===== config.mk =====
export PLATFORM = sky130hd
export DESIGN_NAME = inst_mem_loader
export DESIGN_NICKNAME = d
export VERILOG_FILES = /design/src/rtl/inst_mem_loader.sv
export SDC_FILE = /design/constraint.sdc
export NUM_CORES = 1
export LEC_CHECK = 0
export BUFFER_PORTS_ARGS = -buffer_cell sky130_fd_sc_hd__clkbuf_2
export CAP_MARGIN = 25
export CORE_AREA = 2 2 89 91
export DETAILED_ROUTE_END_ITERATION = 8
export DIE_AREA = 0 0 91 93
export GPL_ROUTABILITY_DRIVEN = 0
export HOLD_SLACK_MARGIN = 0.12
export PLACE_DENSITY = 0.75
export REMOVE_ABC_BUFFERS = 1
export SLEW_MARGIN = 20
export SYNTH_ARGS = -nofsm -noshare
export SYNTH_HDL_FRONTEND = slang
export SYNTH_SLANG_ARGS = --single-unit

===== constraint.sdc =====
create_clock -name clk -period 2.4 [get_ports clk]
set_clock_uncertainty 0.15 [all_clocks]
set_input_delay 0.72 -clock clk [delete_from_list [all_inputs] [get_ports clk]]
set_output_delay 0.72 -clock clk [all_outputs]
set_load 0.02 [all_outputs]

===== src/rtl/inst_mem_loader.sv =====
// inst_mem_loader: packs a valid/ready instruction stream into paired write beats for the instruction memory load port
module inst_mem_loader #(
    parameter int INS_ADDRESS = 9,
    parameter int INS_W = 32,
    parameter logic [INS_W-1:0] PAD_WORD = 32'h0000_0013
) (
    input  logic                   clk,
    input  logic                   rst_n,
    input  logic                   start,
    input  logic [INS_ADDRESS-1:0] base_address,
    input  logic                   in_valid,
    output logic                   in_ready,
    input  logic [INS_W-1:0]       in_data,
    input  logic                   in_last,
    output logic                   enable_load_ex_mem,
    output logic [INS_ADDRESS-1:0] InstExMemAddress,
    output logic [INS_W-1:0]       InstExMemData1,
    output logic [INS_W-1:0]       InstExMemData2,
    output logic                   load_busy,
    output logic                   load_done,
    output logic                   load_error
);
    typedef enum logic [2:0] {IDLE, WORD1, WORD2, WRITE, DONE, ERROR} state_t;
    state_t state, next;
    logic last_f;
    logic accept;
    logic at_top;
    logic can_start;
    assign accept = in_valid && in_ready;
    assign at_top = &InstExMemAddress;
    assign can_start = start && (state == IDLE || state == DONE || state == ERROR);
    always_ff @(posedge clk or negedge rst_n)
        if (!rst_n) state <= IDLE;
        else state <= next;
    always_comb begin
        next = state;
        case (state)
            IDLE, DONE, ERROR: next = start ? WORD1 : state;
            WORD1:             next = accept ? (in_last ? WRITE : WORD2) : WORD1;
            WORD2:             next = accept ? WRITE : WORD2;
            WRITE:             next = last_f ? DONE : (at_top ? ERROR : WORD1);
            default:           next = IDLE;
        endcase
    end
    // status outputs are registered copies of the upcoming state
    always_ff @(posedge clk or negedge rst_n) begin
        if (!rst_n) begin
            in_ready           <= 1'b0;
            enable_load_ex_mem <= 1'b0;
            load_busy          <= 1'b0;
            load_done          <= 1'b0;
            load_error         <= 1'b0;
            InstExMemAddress   <= '0;
            InstExMemData1     <= '0;
            InstExMemData2     <= '0;
            last_f             <= 1'b0;
        end else begin
            in_ready           <= next == WORD1 || next == WORD2;
            enable_load_ex_mem <= next == WRITE;
            load_busy          <= next == WORD1 || next == WORD2 || next == WRITE;
            load_done          <= next == DONE;
            load_error         <= next == ERROR;
            if (can_start) begin
                InstExMemAddress <= base_address;
                last_f           <= 1'b0;
            end
            if (state == WORD1 && accept) begin
                InstExMemData1 <= in_data;
                if (in_last) begin
                    InstExMemData2 <= PAD_WORD;
                    last_f         <= 1'b1;
                end
            end
            if (state == WORD2 && accept) begin
                InstExMemData2 <= in_data;
                last_f         <= in_last;
            end
            if (state == WRITE && !last_f && !at_top) InstExMemAddress <= InstExMemAddress + 1'b1;
        end
    end
endmodule


**Word-level counts from Yosys, hierarchy flattened**

Cells that the tools add are included.

- Add/sub/neg operators: 1
- Eq/ne operators: 10
- Multiplexer cells: 16
- Reductions and logical operators: 19

Operators with widths:

| kind | count |
|---|---|
| 32-bit 2-to-1 mux | 3 |
| 9-bit 2-to-1 mux | 2 |
| 3-bit by 2-bit == test with 1-bit output (second input constant) | 4 |
| 3-bit == test (second input constant) | 4 |
| 3-bit one-hot mux with 4 select lines | 1 |
| 9-bit by 1-bit adder with 9-bit output (second input constant) | 1 |
| 3-bit 2-to-1 mux | 3 |
| 9-bit AND reduction | 1 |
| 3-bit by 1-bit == test with 1-bit output (second input constant) | 2 |
| 1-bit logical AND | 6 |
| 1-bit 2-to-1 mux | 6 |
| 2-bit nonzero test | 3 |
| 1-bit logical OR | 4 |
| 3-bit logical NOT | 1 |
| 3-bit OR reduction | 1 |
| 1-bit logical NOT | 2 |
| 2-bit 2-to-1 mux | 1 |
| 2-bit AND reduction | 1 |

- Register bits: 82
- Input bits: 46
- Output and inout port bits: 78

**Logic depth before layout (Yosys ltp)**

Gate-level depths: netlist of run 1.

- Word-level depth: 8
- Gate-level depth with buffers: 10

**Least setup slack after synthesis of run 1**

No wires, ideal clock.

- Path kind: register to register
- Start point: register InstExMemAddress[0]
- End point: register InstExMemAddress[6]
- Setup time: 126 ps
- Arrival time: 2,414 ps
- Data required time: 2,124 ps
- Path slack: -290 ps
- Cell stages (with the launch flop): 11
- Path buffers: 1
- Path through: dfrtp_1 > ha_1 > and3_1 > nand3_1 > nor2_1 > ha_1 > nand4bb_2 > or2_1 > buf_6 > mux2_4 > a221o_1

- Longest elaborated chain between the ends: 4
- Elaborated cells between the ends (all ways): 6
- Those cells by class: 1 x add/sub; 1 x mux; 4 x reduce/logical

RTL lines:

| element | RTL line | text |
|---|---|---|
| start, declared | 16 | `output logic [INS_ADDRESS-1:0] InstExMemAddress,` |
| start signal, assigned | 64 | `InstExMemAddress <= base_address;` |
| start signal, assigned | 78 | `if (state == WRITE && !last_f && !at_top) InstExMemAddress <= InstExMemAddress + 1'b1;` |
| branches (longest 4 deep; another with 9-bit by 1-bit adder with 9-bit output) | - |  |

Parallel ways; which one is timed is not known.
A chain may end at the register's enable or synchronous reset.

**Final worst setup path of run 1**

Same ends and word-level chain as after synthesis.

==> load_flow_metrics.sql, run 1 <==
INSERT INTO impl_metrics (metric_group, metric, value, unit) VALUES
('worst_setup_path', 'worst_path_most_repeated_cell', 'ha_2', ''),
('floorplan', 'die_y', '93', 'um'),
('power_and_ir_drop', 'static_leakage_power', '0.00218', 'uW'),
('power_and_ir_drop', 'net_switching_power', '2430', 'uW'),
('route', 'post_drt_wl_per_cell', '15.5', 'um'),
('global_routing', 'globalRouteOverflowTotal', '0', ''),
('sta', 'count_of_pins_over_their_slew_limit', '0', ''),
('global_routing', 'grtUsageTotal', '0.182', ''),
('route', 'drtIter0Drc', '86', ''),
('worst_setup_path', 'slowest_stage', 'dfrtp_1', ''),
('global_routing', 'grt_start_max_net_pins', '42', ''),
('route', 'route.detailed.drc', '0', ''),
('placement', 'hpwl', '5290', 'um'),
('run', 'drv_cap', '0', ''),
('layout', 'fin_cells', '478', ''),
('sta', 'slew_at_the_pin_with_the_worst_max_slew_slack', '0.440', 'ns'),
('clock_network', 'worst_skew_pair.late_latency', '0.34', 'ns'),
('floorplan', 'core-area', '7530', 'um^2'),
('layout', 'final_core_utilization', '0.583', ''),
('worst_setup_path', 'critical_path.cell_chain', 'ha_2 -> and3_4 -> nand3_2 -> nor2_1 -> ha_2 -> nand4bb_4 -> or2_4 -> mux2_4 -> a221o_1', ''),
('yosys', 'yosysTopAreaCellShare', '0.632', ''),
('floorplan', 'die_width', '91', 'um'),
('layout', 'area_delta_synth_final', '35.1', '%'),
('sta', 'achievable-frequency', '0.425', 'GHz'),
('floorplan', 'num_rows', '32', ''),
('floorplan', 'boundaryPins', '124', ''),
('status', 'run_status', 'finished clean', ''),
('clock_network', 'path_clk_slew', '0.08', 'ns'),
('global_routing', 'number_of_antenna_violations_at_the_first_check_in_global_routing', '0', ''),
('yosys', 'ys_warn_count', '0', ''),
('clock_network', 'tritoncts_num_sinks', '82', ''),
('floorplan', 'fp.dieArea', '8460', 'um^2'),
('yosys', 'synth_top_cell_by_area', 'dfrtp_1', ''),
('sta', 'portion_of_the_clock_cycle_consumed_by_the_worst_path_in_the_final_layout', '0.980', ''),
('power_and_ir_drop', 'share_of_total_power_in_sequential_cells', '0.384', ''),
('layout', 'stdcell_area', '4390', 'um^2'),
('layout', 'num-nets-final', '420', ''),
('clock_network', 'cts_hold_buf', '0', ''),
('worst_setup_path', 'setup.worst_path.start_class', 'flip-flop', ''),
('clock_network', 'cts_buffers', '9', ''),
('yosys', 'synth.avg_cell_area', '14.2', 'um^2'),
('power_and_ir_drop', 'powerDensity', '1400', 'nW/um^2'),
('power_and_ir_drop', 'power.share.combinational', '0.444', ''),
('route', 'firstDrtPassIters', '4', ''),
('worst_setup_path', 'setup.worst_path.class', 'flip-flop to flip-flop', ''),
('worst_setup_path', 'reg2reg_setup_slack', '0.05', 'ns'),
('sta', 'slew-limit-headroom', '0.707', ''),
('worst_setup_path', 'worst-path-buf-inv', '0', ''),
('placement', 'dpl_cell_area', '4120', 'um^2'),
('placement', 'placedCellCount', '461', ''),
('yosys', 'ys_async_sr_fraction', '1.00', ''),
('clock_network', 'ctsRootBufferMaster', 'clkbuf_8', ''),
('yosys', 'syn-instance-count', '229', ''),
('power_and_ir_drop', 'ir_drop', '746', 'uV'),
('yosys', 'synthesis.area', '3250', 'um^2'),
('layout', 'layout_commonest_cell', 'clkbuf_2', ''),
('global_routing', 'grt_pass1_vias', '2516', ''),
('worst_setup_path', 'cp_data_required_time', '2.47', 'ns'),
('yosys', 'synth_edf_count', '0', ''),
('route', 'detailroute.via_count', '2448', ''),
('worst_setup_path', 'critical_path.reg2reg.startpoint', 'InstExMemAddress[0]$_DFFE_PN0P_', ''),
('worst_setup_path', 'timing.critical_path.slowest_cell_delay', '0.39', 'ns'),
('worst_setup_path', 'r2r_cells', '9', ''),
('yosys', 'ys_seq_elements', '82', ''),
('placement', 'buffer_ports.inserted', '123', ''),
('power_and_ir_drop', 'pwr-share-clk', '0.172', ''),
('route', 'vias_per_cell', '5.12', ''),
('sta', 'hold_vio_cnt_final', '0', ''),
('layout', 'fillers', '642', ''),
('layout', 'antenna-diode-count', '0', ''),
('yosys', 'synth_cell_type_count', '41', '');
## per-stage QoR
| stage | TNS (ns) | setup WS [ns] |
|---|---|---|
| after floorplan | -31.04 | -0.496 |
| after global placement | -0.0540 | -0.0307 |
| after detailed placement | -0.189 | -0.0837 |
| after CTS | 0 | 0.00425 |
| after global routing | -0.0924 | -0.0512 |
| final | 0 | 0.0478 |
## cells in the mapped netlist, drive strengths merged (2+ instances only)
library cell and number:
and2 2, o211ai 2, inv 2, a22o 31, nand4bb 2, a21o 2, a211oi 3, ha 2
nor3 6, mux2i 2, a221o 4, mux2 33, nand3 3, nor2b 3, nand2 7, nor2 9
clkbuf 2, dfrtp 82, o22a 3, o21ai 3, buf 10, nand2b 3, and3 2
## timing repair
action,4_1_cts,5_1_grt
pin swaps,4,4
setup endpoints to repair,3,3
setup buffers,1,1
resized for setup,6,2
## sequential cells by signal, indices dropped and copies added (netlist names)
| register | cells |
|---|---|
| InstExMemData1 | 32 |
| InstExMemData2 | 32 |
| load_error | 1 |
| in_ready | 1 |
| last_f | 1 |
| InstExMemAddress | 9 |
| enable_load_ex_mem | 1 |
| state | 3 |
| load_done | 1 |
| load_busy | 1 |
## per-layer routing
layer | global-route usage | routed length (um)
met5 | 0 | 0
met3 | 0.0419 | 463
met1 | 0.248 | 3280
met4 | 0.0682 | 90
met2 | 0.288 | 3580
## cells by family (layout without fill, tap and decap cells)
kind of cell / count (synthesis) / after routing / synth area share
DFF: 82 / 82 / 0.632
AOI/OAI and AO/OA: 53 / 53 / 0.138
and+or+nand+nor: 43 / 43 / 0.0786
muxes: 35 / 35 / 0.122
buffers and inverters: 14 / 161 / 0.0227
adders and majority gates: 2 / 2 / 0.00770
## how the worst max path moves through the flow
| stage | from | slack (ns) | depth (start not counted) | to |
|---|---|---|---|---|
| final | InstExMemAddress[0]$_DFFE_PN0P_ | 0.05 | 9 | InstExMemAddress[6]$_DFFE_PN0P_ |
| after global routing | InstExMemAddress[0]$_DFFE_PN0P_ | -0.05 | 11 | InstExMemAddress[5]$_DFFE_PN0P_ |
| after CTS | InstExMemAddress[1]$_DFFE_PN0P_ | 0.004 | 9 | InstExMemAddress[6]$_DFFE_PN0P_ |
| after detailed placement | InstExMemAddress[0]$_DFFE_PN0P_ | -0.08 | 9 | InstExMemAddress[6]$_DFFE_PN0P_ |
| after global placement | InstExMemAddress[0]$_DFFE_PN0P_ | -0.03 | 9 | InstExMemAddress[6]$_DFFE_PN0P_ |
| after floorplan | in_valid | -0.50 | 4 | InstExMemData2[10]$_DFFE_PN0P_ |
## worst reg2reg max path, stage by stage, from the launching register on
cell and delay, ns:
dfrtp_1 0.39, ha_2 0.19, and3_4 0.18, nand3_2 0.07, nor2_1 0.05, ha_2 0.17, nand4bb_4 0.19, or2_4 0.26
mux2_4 0.30, a221o_1 0.30
## final cells by class
cell class	count	area [um^2]	area share
clock buffer	10	128	0.0291
inverter	2	7.51	0.00171
sequential	82	2050	0.468
timing repair buffer	144	813	0.185
multi-input combinational	133	1180	0.269
tap	102	128	0.0291
clock inverter	5	80.1	0.0183
## power by group through the flow
stage | clock network [uW] | registers, uW | logic [uW]
after floorplan | 0 | 3030 | 970
after global placement | 0 | 2350 | 2660
after detailed placement | 0 | 2370 | 2720
after CTS | 1090 | 2360 | 2740
after global routing | 1140 | 2450 | 2930
final | 1060 | 2370 | 2730
Power figures use the tool's default switching activity.
==> run 2: changes to the inputs <==
==> constraint.sdc (replaced) <==
create_clock -name clk -period 2 [get_ports clk]
set_clock_uncertainty 0.15 [all_clocks]
set_input_delay 0.6 -clock clk [delete_from_list [all_inputs] [get_ports clk]]
set_output_delay 0.6 -clock clk [all_outputs]
set_load 0.02 [all_outputs]
==> load_flow_metrics.sql, run 2 (same netlist as run 1, synthesis figures left out) <==
INSERT INTO impl_metrics (metric_group, metric, value, unit) VALUES
('sta', 'worst_hold_slack', '0.121', 'ns'),
('worst_setup_path', 'setup.worst_path.class', 'flip-flop to flip-flop', ''),
('floorplan', 'num_rows', '32', ''),
('route', 'detailroute.via_count', '2595', ''),
('floorplan', 'boundaryPins', '124', ''),
('power_and_ir_drop', 'powerDensity', '1700', 'nW/um^2'),
('route', 'drtIter0Drc', '79', ''),
('floorplan', 'die_y', '93', 'um'),
('global_routing', 'number_of_antenna_violations_at_the_first_check_in_global_routing', '0', ''),
('worst_setup_path', 'end_kind', 'flip-flop', ''),
('worst_setup_path', 'worst_ep_arrival_time', '2.48', 'ns'),
('floorplan', 'fp.dieArea', '8460', 'um^2'),
('global_routing', 'grt_pass1_vias', '2576', ''),
('layout', 'antenna-diode-count', '0', ''),
('run', 'drv_cap', '0', ''),
('clock_network', 'ctsHtreeMaxLevel', '3', ''),
('power_and_ir_drop', 'share_of_total_power_in_sequential_cells', '0.357', ''),
('worst_setup_path', 'cp_data_required_time', '2.08', 'ns'),
('worst_setup_path', 'reg2reg_setup_slack', '-0.41', 'ns'),
('power_and_ir_drop', 'power.switching_fraction', '0.391', ''),
('placement', 'placedCellCount', '472', ''),
('floorplan', 'core-area', '7530', 'um^2'),
('worst_setup_path', 'crit_cells', '9', ''),
('sta', 'period_minus_slack', '2.41', 'ns'),
('power_and_ir_drop', 'net_switching_power', '3080', 'uW'),
('route', 'post_drt_wl_per_cell', '16.2', 'um'),
('sta', 'count_of_pins_over_their_slew_limit', '0', ''),
('clock_network', 'ctsLongestPathBuffers', '2', ''),
('status', 'run_status', 'complete, but fails checks', ''),
('power_and_ir_drop', 'int_pwr', '4800', 'uW'),
('global_routing', 'globalRouteOverflowTotal', '0', ''),
('floorplan', 'initial_cell_density_of_the_core', '0.432', ''),
('layout', 'drive_above_1_share', '0.589', ''),
('sta', 'rsz0062_at_grt', 'yes', ''),
('clock_network', 'tritoncts_num_sinks', '82', ''),
('sta', 'postLayoutSetupSlackWorst', '-0.406', 'ns'),
('layout', 'layout_commonest_cell', 'clkbuf_2', ''),
('worst_setup_path', 'worstReg2RegEnd', 'InstExMemAddress[6]$_DFFE_PN0P_', ''),
('sta', 'slew_at_the_pin_with_the_worst_max_slew_slack', '0.426', 'ns'),
('route', 'postRouteAntennaNets', '0', ''),
('worst_setup_path', 'slowest_stage', 'dfrtp_1', ''),
('global_routing', 'grt_start_max_net_pins', '83', ''),
('global_routing', 'grtUsageTotal', '0.193', ''),
('placement', 'buffer_ports.inserted', '123', ''),
('placement', 'hpwl', '5400', 'um'),
('worst_setup_path', 'setup.worst_path.start_class', 'flip-flop', ''),
('clock_network', 'ctsRootBufferMaster', 'clkbuf_8', ''),
('floorplan', 'die_width', '91', 'um'),
('power_and_ir_drop', 'report.power.total', '7890', 'uW'),
('power_and_ir_drop', 'ir_drop', '778', 'uV'),
('clock_network', 'cts_hold_buf', '0', ''),
('layout', 'num-nets-final', '440', ''),
('sta', 'slew-limit-headroom', '0.716', ''),
('global_routing', 'global_route_wire_length_before_repair', '13000', 'um'),
('status', 'failed_checks', 'negative setup slack', ''),
('clock_network', 'worst_skew_pair.late_latency', '0.35', 'ns'),
('layout', 'final_core_utilization', '0.618', ''),
('layout', 'area_delta_synth_final', '43.2', '%'),
('sta', 'achievable-frequency', '0.416', 'GHz'),
('layout', 'largestRegisters', 'InstExMemData1: 32 flops, InstExMemData2: 32 flops, InstExMemAddress: 9 flops', ''),
('worst_setup_path', 'r2r_cells', '9', ''),
('route', 'firstDrtPassIters', '4', ''),
('layout', 'fillers', '617', ''),
('clock_network', 'cts_tree', 'yes', ''),
('route', 'vias_per_cell', '5.20', ''),
('power_and_ir_drop', 'static_leakage_power', '0.00232', 'uW'),
('route', 'route.detailed.drc', '0', ''),
('sta', 'hold_vio_cnt_final', '0', ''),
('worst_setup_path', 'timing.critical_path.slowest_cell_delay', '0.40', 'ns'),
('route', 'wl', '8090', 'um'),
('layout', 'fin_cells', '499', ''),
('power_and_ir_drop', 'pwr-share-clk', '0.186', ''),
('worst_setup_path', 'worst_path_dominant_cell_family', 'simple AND/OR/NAND/NOR gates', ''),
('worst_setup_path', 'critical_path.cell_chain', 'ha_2 -> and3_4 -> nand3_4 -> nor2_4 -> ha_4 -> nand4bb_4 -> or2_4 -> mux2_4 -> a221o_1', ''),
('clock_network', 'path_clk_slew', '0.09', 'ns'),
('worst_setup_path', 'worst-path-buf-inv', '0', ''),
('worst_hold_path', 'class_of_the_tightest_hold_or_removal_check', 'primary input to asynchronous set/reset pin', ''),
('layout', 'layout.cells.most_common_list', '122 x clkbuf_2, 80 x dfrtp_1, 34 x buf_4, 32 x mux2_2, 31 x a22o_1', ''),
('power_and_ir_drop', 'power.share.combinational', '0.457', ''),
('worst_setup_path', 'critical_path.reg2reg.startpoint', 'InstExMemAddress[0]$_DFFE_PN0P_', ''),
('clock_network', 'cts_buffers', '9', ''),
('sta', 'setup_viol', '10', ''),
('sta', 'portion_of_the_clock_cycle_consumed_by_the_worst_path_in_the_final_layout', '1.20', ''),
('worst_setup_path', 'worstPathMaxFanout', '2', '');
-- run 2: cell types whose count changed in the layout (fill, tap and decap cells not counted), sizes merged --
cell,previous run,this run
buf,22,42
bufinv,2,3
clkbuf,132,131
clkinv,1,0
clkinvlp,2,1
inv,2,5
-- run 2: how the worst max path moves through the flow --
stage                                          from                              end  slack (ns)
floorplan                                  in_valid   InstExMemData2[10]$_DFFE_PN0P_       -0.78
global placement    InstExMemAddress[0]$_DFFE_PN0P_  InstExMemAddress[6]$_DFFE_PN0P_       -0.44
detailed placement  InstExMemAddress[0]$_DFFE_PN0P_  InstExMemAddress[6]$_DFFE_PN0P_       -0.51
CTS                 InstExMemAddress[1]$_DFFE_PN0P_  InstExMemAddress[6]$_DFFE_PN0P_       -0.37
global route        InstExMemAddress[0]$_DFFE_PN0P_  InstExMemAddress[8]$_DFFE_PN0P_       -0.46
finish              InstExMemAddress[0]$_DFFE_PN0P_  InstExMemAddress[6]$_DFFE_PN0P_       -0.41
-- run 2: power groups by stage --
stage               clock [uW]  combinational, uW  sequential, uW
detailed placement           0               3440            2800
finish                    1470               3600            2810
global route              1570               3860            2910
CTS                       1510               3530            2790
floorplan                    0               1160            3630
global placement             0               3350            2780
-- run 2: timing repair --
action / CTS / global route
setup endpoints to repair: 11 / 42
pin swaps: 13 / 10
setup buffers: 6 / 6
gates resized for setup: 16 / 10
-- run 2: layout make-up --
cell class | count | area [um^2] | area share
inverters | 2 | 7.51 | 0.00161
multi-input cells | 133 | 1220 | 0.263
clock inverters | 7 | 124 | 0.0266
repair buffers | 164 | 991 | 0.213
flip-flops and latches | 82 | 2050 | 0.442
well taps | 102 | 128 | 0.0274
clock buffers | 9 | 124 | 0.0266
-- run 2: metal layers --
metal  up-vias  track usage  wire, um  part of all wire
met3         9       0.0475       490             0.061
met1      1298        0.255      3480              0.43
met2       102        0.315      4020              0.50
met4         0       0.0657       102             0.013
met5         -            0         0                 0
li1       1186            -         -                 -
-- run 2: through the flow --
stage	setup WS (ns)	instance area, um^2	TNS, ns
floorplan	-0.776	3180	-53.36
global placement	-0.438	4220	-6.28
detailed placement	-0.514	4220	-7.83
CTS	-0.371	4570	-2.05
global route	-0.465	4650	-3.91
finish	-0.406	4650	-3.01
